`src/rtl/maze_pkg.sv`:
```
// Shared constants and types for the maze wall engine.
package maze_pkg;

  localparam int unsigned COORD_W_DEF = 10;
  localparam int unsigned SPEED_W_DEF = 4;

  // Motion modes; code 3 is treated as static.
  localparam logic [1:0] MODE_STATIC = 2'd0;
  localparam logic [1:0] MODE_HORIZ  = 2'd1;
  localparam logic [1:0] MODE_VERT   = 2'd2;

  localparam logic DIR_INC = 1'b0;
  localparam logic DIR_DEC = 1'b1;

  typedef enum logic {
    StIdle,
    StSweep
  } sweep_state_t;

endpackage

```
`src/rtl/wall_bounce_step.sv`:
```
// One bounce step on a single axis: advance by speed, clamp at the limits and turn around.
module wall_bounce_step import maze_pkg::*; #(
  parameter int unsigned COORD_W = COORD_W_DEF,
  parameter int unsigned SPEED_W = SPEED_W_DEF
) (
  input  logic [COORD_W-1:0] p,
  input  logic               dir,
  input  logic [SPEED_W-1:0] speed,
  input  logic [COORD_W-1:0] lo,
  input  logic [COORD_W-1:0] hi,
  output logic [COORD_W-1:0] p_next,
  output logic               dir_next
);

  logic [COORD_W:0] p_ext;
  logic [COORD_W:0] spd_ext;
  logic [COORD_W:0] inc_sum;
  logic [COORD_W:0] dec_floor;

  // Sums carry one extra bit so a step past the top of the coordinate range clamps instead of wrapping.
  always_comb begin
    p_ext     = {1'b0, p};
    spd_ext   = (COORD_W + 1)'(speed);
    inc_sum   = p_ext + spd_ext;
    dec_floor = {1'b0, lo} + spd_ext;
    p_next    = p;
    dir_next  = dir;
    if (dir == DIR_INC) begin
      if (inc_sum >= {1'b0, hi}) begin
        p_next   = hi;
        dir_next = DIR_DEC;
      end else begin
        p_next = inc_sum[COORD_W-1:0];
      end
    end else begin
      if (p_ext < dec_floor) begin
        p_next   = lo;
        dir_next = DIR_INC;
      end else begin
        p_next = p - COORD_W'(speed);
      end
    end
  end

endmodule

```
`src/rtl/wall_engine.sv`:
```
// Table of moving wall rectangles: per-pixel hit test for every slot plus a one-slot-per-cycle
// motion sweep triggered by the frame tick.
module wall_engine import maze_pkg::*; #(
  parameter int unsigned N_WALLS = 18,
  parameter int unsigned COORD_W = COORD_W_DEF,
  parameter int unsigned SPEED_W = SPEED_W_DEF,
  localparam int unsigned SEL_W = (N_WALLS > 1) ? $clog2(N_WALLS) : 1
) (
  input  logic               clk,
  input  logic               rst,
  input  logic [COORD_W-1:0] xCount,
  input  logic [COORD_W-1:0] yCount,
  input  logic               update,
  input  logic               run,
  input  logic               restart,
  input  logic               cfg_wr,
  input  logic [SEL_W-1:0]   cfg_sel,
  input  logic [COORD_W-1:0] cfg_x,
  input  logic [COORD_W-1:0] cfg_y,
  input  logic [COORD_W-1:0] cfg_w,
  input  logic [COORD_W-1:0] cfg_h,
  input  logic [1:0]         cfg_mode,
  input  logic               cfg_dir,
  input  logic [SPEED_W-1:0] cfg_speed,
  input  logic [COORD_W-1:0] cfg_lo,
  input  logic [COORD_W-1:0] cfg_hi,
  output logic               cfg_ready,
  output logic               busy,
  output logic               overrun,
  output logic [N_WALLS-1:0] wall
);

  // Slot table; flat registers because the hit test reads every slot each cycle.
  logic [COORD_W-1:0] home_x_q [N_WALLS];
  logic [COORD_W-1:0] home_y_q [N_WALLS];
  logic [COORD_W-1:0] cur_x_q  [N_WALLS];
  logic [COORD_W-1:0] cur_y_q  [N_WALLS];
  logic [COORD_W-1:0] w_q      [N_WALLS];
  logic [COORD_W-1:0] h_q      [N_WALLS];
  logic [1:0]         mode_q   [N_WALLS];
  logic               dir_q    [N_WALLS];
  logic               init_dir_q [N_WALLS];
  logic [SPEED_W-1:0] speed_q  [N_WALLS];
  logic [COORD_W-1:0] lo_q     [N_WALLS];
  logic [COORD_W-1:0] hi_q     [N_WALLS];

  sweep_state_t       state_q, state_d;
  logic [SEL_W-1:0]   idx_q, idx_d;
  logic               pending_q, pending_d;
  logic               overrun_q, overrun_d;
  logic               update_q;
  logic               upd_edge;
  logic               last_slot;
  logic               cfg_accept;

  logic               sel_vert;
  logic               step_en;
  logic [COORD_W-1:0] step_p;
  logic [COORD_W-1:0] step_p_next;
  logic               step_dir_next;
  logic [N_WALLS-1:0] hit;

  assign upd_edge   = update & ~update_q;
  assign last_slot  = (idx_q == SEL_W'(N_WALLS - 1));
  assign busy       = (state_q == StSweep);
  assign cfg_ready  = ~busy;
  assign overrun    = overrun_q;
  assign cfg_accept = cfg_wr && cfg_ready && (32'(cfg_sel) < N_WALLS);

  // Only the axis selected by the slot's mode moves; mode 3 falls through as static.
  assign sel_vert = (mode_q[idx_q] == MODE_VERT);
  assign step_en  = run && ((mode_q[idx_q] == MODE_HORIZ) || sel_vert);
  assign step_p   = sel_vert ? cur_y_q[idx_q] : cur_x_q[idx_q];

  wall_bounce_step #(
    .COORD_W (COORD_W),
    .SPEED_W (SPEED_W)
  ) u_step (
    .p        (step_p),
    .dir      (dir_q[idx_q]),
    .speed    (speed_q[idx_q]),
    .lo       (lo_q[idx_q]),
    .hi       (hi_q[idx_q]),
    .p_next   (step_p_next),
    .dir_next (step_dir_next)
  );

  // Sweep sequencing: restart wins, then tick handling with one pending slot and a sticky overrun.
  always_comb begin
    state_d   = state_q;
    idx_d     = idx_q;
    pending_d = pending_q;
    overrun_d = overrun_q;
    if (restart) begin
      state_d   = StIdle;
      idx_d     = '0;
      pending_d = 1'b0;
      overrun_d = 1'b0;
    end else begin
      unique case (state_q)
        StIdle: begin
          if (upd_edge || pending_q) begin
            state_d   = StSweep;
            idx_d     = '0;
            pending_d = 1'b0;
          end
        end
        StSweep: begin
          if (upd_edge) begin
            if (pending_q) overrun_d = 1'b1;
            else           pending_d = 1'b1;
          end
          if (last_slot) begin
            idx_d = '0;
            if (pending_d) begin
              pending_d = 1'b0;
              state_d   = StSweep;
            end else begin
              state_d = StIdle;
            end
          end else begin
            idx_d = idx_q + 1'b1;
          end
        end
        default: state_d = StIdle;
      endcase
    end
  end

  // Control registers.
  always_ff @(posedge clk or negedge rst) begin
    if (!rst) begin
      state_q   <= StIdle;
      idx_q     <= '0;
      pending_q <= 1'b0;
      overrun_q <= 1'b0;
      update_q  <= 1'b0;
    end else begin
      state_q   <= state_d;
      idx_q     <= idx_d;
      pending_q <= pending_d;
      overrun_q <= overrun_d;
      update_q  <= update;
    end
  end

  // Slot table: restart rehomes everything; otherwise config load (idle only) or sweep step.
  always_ff @(posedge clk or negedge rst) begin
    if (!rst) begin
      for (int i = 0; i < N_WALLS; i++) begin
        home_x_q[i]   <= '0;
        home_y_q[i]   <= '0;
        cur_x_q[i]    <= '0;
        cur_y_q[i]    <= '0;
        w_q[i]        <= '0;
        h_q[i]        <= '0;
        mode_q[i]     <= MODE_STATIC;
        dir_q[i]      <= DIR_INC;
        init_dir_q[i] <= DIR_INC;
        speed_q[i]    <= '0;
        lo_q[i]       <= '0;
        hi_q[i]       <= '0;
      end
    end else if (restart) begin
      for (int i = 0; i < N_WALLS; i++) begin
        cur_x_q[i] <= home_x_q[i];
        cur_y_q[i] <= home_y_q[i];
        dir_q[i]   <= init_dir_q[i];
      end
    end else begin
      if (cfg_accept) begin
        home_x_q[cfg_sel]   <= cfg_x;
        home_y_q[cfg_sel]   <= cfg_y;
        cur_x_q[cfg_sel]    <= cfg_x;
        cur_y_q[cfg_sel]    <= cfg_y;
        w_q[cfg_sel]        <= cfg_w;
        h_q[cfg_sel]        <= cfg_h;
        mode_q[cfg_sel]     <= cfg_mode;
        dir_q[cfg_sel]      <= cfg_dir;
        init_dir_q[cfg_sel] <= cfg_dir;
        speed_q[cfg_sel]    <= cfg_speed;
        lo_q[cfg_sel]       <= cfg_lo;
        hi_q[cfg_sel]       <= cfg_hi;
      end
      if (busy && step_en) begin
        if (sel_vert) cur_y_q[idx_q] <= step_p_next;
        else          cur_x_q[idx_q] <= step_p_next;
        dir_q[idx_q] <= step_dir_next;
      end
    end
  end

  // Strict interior test; right/bottom edges summed one bit wider so they never wrap.
  for (genvar g = 0; g < N_WALLS; g++) begin : g_hit
    logic [COORD_W:0] x_end;
    logic [COORD_W:0] y_end;
    assign x_end  = {1'b0, cur_x_q[g]} + {1'b0, w_q[g]};
    assign y_end  = {1'b0, cur_y_q[g]} + {1'b0, h_q[g]};
    assign hit[g] = (xCount > cur_x_q[g]) && ({1'b0, xCount} < x_end) &&
                    (yCount > cur_y_q[g]) && ({1'b0, yCount} < y_end);
  end

  // Registered hit vector, one cycle behind the pixel counters.
  always_ff @(posedge clk or negedge rst) begin
    if (!rst) wall <= '0;
    else      wall <= hit;
  end

endmodule

```
`config.mk`:
```
export PLATFORM = sky130hd
export DESIGN_NAME = wall_engine
export DESIGN_NICKNAME = d
export VERILOG_FILES = /design/src/rtl/maze_pkg.sv /design/src/rtl/wall_bounce_step.sv /design/src/rtl/wall_engine.sv
export SDC_FILE = /design/constraint.sdc
export NUM_CORES = 2
export LEC_CHECK = 0
export ABC_AREA = 0
export CAP_MARGIN = 20
export CORE_ASPECT_RATIO = 0.8
export CORE_UTILIZATION = 40
export DETAILED_ROUTE_END_ITERATION = 10
export GPL_TIMING_DRIVEN = 1
export SETUP_SLACK_MARGIN = 0.3
export SLEW_MARGIN = 20
export SYNTH_ARGS = -nofsm -noshare
export SYNTH_HDL_FRONTEND = slang
export SYNTH_SLANG_ARGS = --single-unit
```
`constraint.sdc`:
```
create_clock -name clk -period 8 [get_ports clk]
set_input_delay 1.2 -clock clk [delete_from_list [all_inputs] [get_ports clk]]
set_output_delay 1.2 -clock clk [all_outputs]
set_load 0.02 [all_outputs]
```
==> reports/summary.txt <==
=========================================================================================
# nets final ...............................................................       10.70k
Clock-pin transition on the worst setup and hold timing paths ..............        60 ps
Area overhead of the layout relative to synthesis ..........................       11.10%
I/O Pins ...................................................................          119
Clock period minus final worst setup slack .................................      7491 ps
Vias in the first global route .............................................       78.64k
Iteration-0 DRC count of the detailed router ...............................       10.02k
Number of instances in the synthesized netlist .............................         9545
Synthesized net count ......................................................       10.76k
Critical Setup Path Class .................................................. flop to flop
Result of the run ..........................................................    completed
Setup slack after placement ................................................     38.26 ps
Length of the first detailed-routing pass in iterations ....................            8
Port Buffers ...............................................................          118
Worst Tran Pin Value .......................................................      1276 ps
Hold-fix buffers, CTS ......................................................            0
Share of the clock period used by the worst path ...........................       0.9364
Number of vias in the routed layout ........................................       80.45k
Fraction of final layout cells sized beyond drive strength 1 ...............       0.2088
Final hold viol count ......................................................            0
Fraction of synthesized cell area taken by the top area cell type ..........       0.3930
Total of warnings raised by yosys ..........................................            0
Type of destination of the critical path ...................................         flop
Number of max-cap violations ...............................................            0
Avg WL per Cell ............................................................     29.99 um
Flip-flop cell with the highest count after synthesis ...................... sky130_fd_sc_hd__dfrtp_1
Worst slew margin relative to its limit ....................................       0.1496
Max Slew Vio Count .........................................................            0
Synthesized flop and latch total ...........................................         1611
Simple-Gate Fraction of Synth Area .........................................      0.06389
RSZ-0062 raised after global routing .......................................        false
Netlist cell types .........................................................           85
GRT Residual Overflow ......................................................            0
Number of failing setup endpoints in the final timing report ...............            0
Antenna violations before repair ...........................................           57
Total global-route track usage .............................................       0.2955
Critical path peak fanout ..................................................           40
Main combinational cell family by area after synthesis ..................... multiplexers
Mux contribution to synthesized area .......................................       0.1992
Delay contributed by the slowest stage of the critical path ................       810 ps
Clock H-tree levels ........................................................            4
Share of the synthesized netlist area taken by xor and xnor gates ..........      0.02544
Required time reported for the critical path endpoint ......................      8780 ps
Total detailed-routing wirelength ..........................................    389600 um
Maximum clock insertion buffer count .......................................            4
Post-Route Skew ............................................................     99.99 ps
Post-synthesis cell type with the largest combined area .................... sky130_fd_sc_hd__dfrtp_1
Proportion of register bits with asynchronous set or reset after synthesis .        1.000
Most instantiated library cell after synthesis ............................. sky130_fd_sc_hd__dfrtp_1
Complex-gate fraction of the synthesized area ..............................       0.1347
Maximum clock frequency ....................................................    133.5 MHz
Peak supply drop ...........................................................     185.9 uV
Gpl congestion .............................................................       0.9761
Master of the slowest instance on the critical path ........................ sky130_fd_sc_hd__nor4_1
Die Span Y .................................................................     455.0 um
Sum of negative setup slack ................................................         0 ps
CTS buffer count ...........................................................          181
Worst min path class ....................................................... primary input to async pin
Average instance area after synthesis ......................................  10.75 sq um
Effective utilization at floorplan .........................................       0.4040
Vias/cell ..................................................................        6.193
Maximum number of pins on one net before global-route repair ...............          172
Skew-Pair Late Insertion Delay .............................................       890 ps
TritonCTS clock tree .......................................................        built
Post-detailed-route count of antenna-violating nets ........................            0
CTS sink count .............................................................         1611
Cell Pwr Density ........................................................... 231.9 nW/um^2
Placed wire-length estimate ................................................    266900 um
CP startpoint kind .........................................................         flop
Die Wd .....................................................................     568.2 um
Number of flops mapped to enable cells by yosys ............................            0
Total leakage power ........................................................     54.40 nW
Die area ................................................................... 258500 sq um
Number of rows created at floorplan ........................................          165
Clk root buf ............................................................... sky130_fd_sc_hd__clkbuf_16
Final routed DRC violation total ...........................................            0
Most numerous cell types in the synthesized netlist ........................ 1611 x sky130_fd_sc_hd__dfrtp_1, 1216 x sky130_fd_sc_hd__mux2_2, 1080 x sky130_fd_sc_hd__ha_1
Placeable core area ........................................................ 253900 sq um
Register area share after synthesis ........................................       0.3930
Worst-case setup margin in the final layout ................................     508.5 ps
Wire length of the first global-routing pass ...............................    559000 um
Adder-cell share of the synthesized area ...................................       0.1393
Leading post-synthesis cells by cell area .................................. sky130_fd_sc_hd__dfrtp_1 39%, sky130_fd_sc_hd__mux2_2 13%, sky130_fd_sc_hd__ha_1 13%
Worst Path Arrival .........................................................      8270 ps
Synthesized area ........................................................... 102600 sq um
=========================================================================================
through the flow:
step	total power [mW]	std cells	utilization	hold slack (ps)	area (sq um)
after global placement	17.07	12634	0.4234	452.3	107500
after CTS	26.27	12953	0.4479	356.9	113700
after global routing	27.55	12971	0.4486	334.0	113900
final	26.43	12990	0.4488	285.0	114000
after floorplan	14.43	9545	-	436.4	102700
after detailed placement	17.34	12636	0.4236	459.8	107600
registers in the layout (all words and copies together) (netlist names):
| register | cells |
|---|---|
| hi_q | 180 |
| overrun | 1 |
| w_q | 180 |
| home_x_q | 180 |
| update_q | 1 |
| lo_q | 180 |
| h_q | 180 |
| dir_q | 18 |
| busy | 1 |
| speed_q | 72 |
| init_dir_q | 18 |
| mode_q | 36 |
| home_y_q | 180 |
| cur_x_q | 180 |
| idx_q | 5 |
| cur_y_q | 180 |
| wall | 18 |
| pending_q | 1 |
power by group:
part	total (mW)	internal (mW)	switching [mW]
registers	10.1	9.12	0.992
clock network	8.92	5.21	3.71
logic	7.40	3.07	4.33
total	26.4	17.4	9.03
cell type report:
type                       count  area (sq um)
tap                         3340          4179
inverter                     575          2166
clock buffer                 249          5218
multi-input combinational   6788         58000
timing repair buffer         329          3050
fill                       23328        140000
antenna                       30         75.07
clock inverter                68         958.4
sequential                  1611         40330
worst max-delay path: cells and delay by family, from the launching register on:
kind	cells	cell delay [ps]
adder cells (fa/ha/maj)	2	580
multiplexers	4	1350
AO/OA/AOI/OAI	10	1830
flip-flops	1	500
XOR/XNOR	1	240
AND/OR/NAND/NOR	4	1300
buffers and inverters	7	1510
cells by family after synthesis:
group / Yosys count
compound gates: 2231
xor+xnor: 298
fa+ha+maj: 1119
flops: 1611
simple gates: 1454
buf+inv: 1146
mux: 1686
what timing repair did:
action / 4_1_cts / 5_1_grt
endpoints found under the hold margin: 0 / 0
pin swaps: 0 / 1
setup endpoints to repair: 319 / 360
resized for setup: 2 / 13
setup buffers: 0 / 5
gates cloned: 0 / 1
metal layers:
layer / vias to the layer above / GRT usage / part of all wire
li1: 34389 / - / -
met1: 40910 / 0.4157 / 0.43
met2: 4254 / 0.4289 / 0.42
met3: 867 / 0.07739 / 0.11
met4: 26 / 0.1225 / 0.044
met5: - / 0 / 0.00042
path summary, 6_finish.rpt:
path / slack [ps] / start / endpoint / cells past startpoint
hold reg to reg: 470 / home_y_q[112] / cur_y_q[112] / 2
hold / removal: 290 / rst / h_q[81] / 1
min in group clk: 470 / home_y_q[112] / cur_y_q[112] / 2
setup / recovery: 510 / idx_q[0] / cur_x_q[102] / 28
setup reg to reg: 510 / idx_q[0] / cur_x_q[102] / 28
max in group asynchronous: 5710 / rst / home_x_q[178] / 3
cells in the final DEF (no fill, tap or decap), types with 101 or more instances in the layout:
cell                           n
sky130_fd_sc_hd__xnor2_1     154
sky130_fd_sc_hd__mux2i_1     302
sky130_fd_sc_hd__o21ai_0     430
sky130_fd_sc_hd__buf_4       165
sky130_fd_sc_hd__o22ai_1     153
sky130_fd_sc_hd__nor2_1      374
sky130_fd_sc_hd__dfrtp_1    1606
sky130_fd_sc_hd__ha_1       1079
sky130_fd_sc_hd__mux2_2     1216
sky130_fd_sc_hd__o21bai_1    106
sky130_fd_sc_hd__a21o_1      219
sky130_fd_sc_hd__o21a_1      101
sky130_fd_sc_hd__nand2_1     598
sky130_fd_sc_hd__clkbuf_16   184
sky130_fd_sc_hd__nand2b_1    101
sky130_fd_sc_hd__nor2b_1     117
sky130_fd_sc_hd__xor2_1      143
sky130_fd_sc_hd__a21oi_1     784
sky130_fd_sc_hd__mux4_2      160
sky130_fd_sc_hd__inv_1       571
Note: power is estimated with default switching activity, not from simulation.
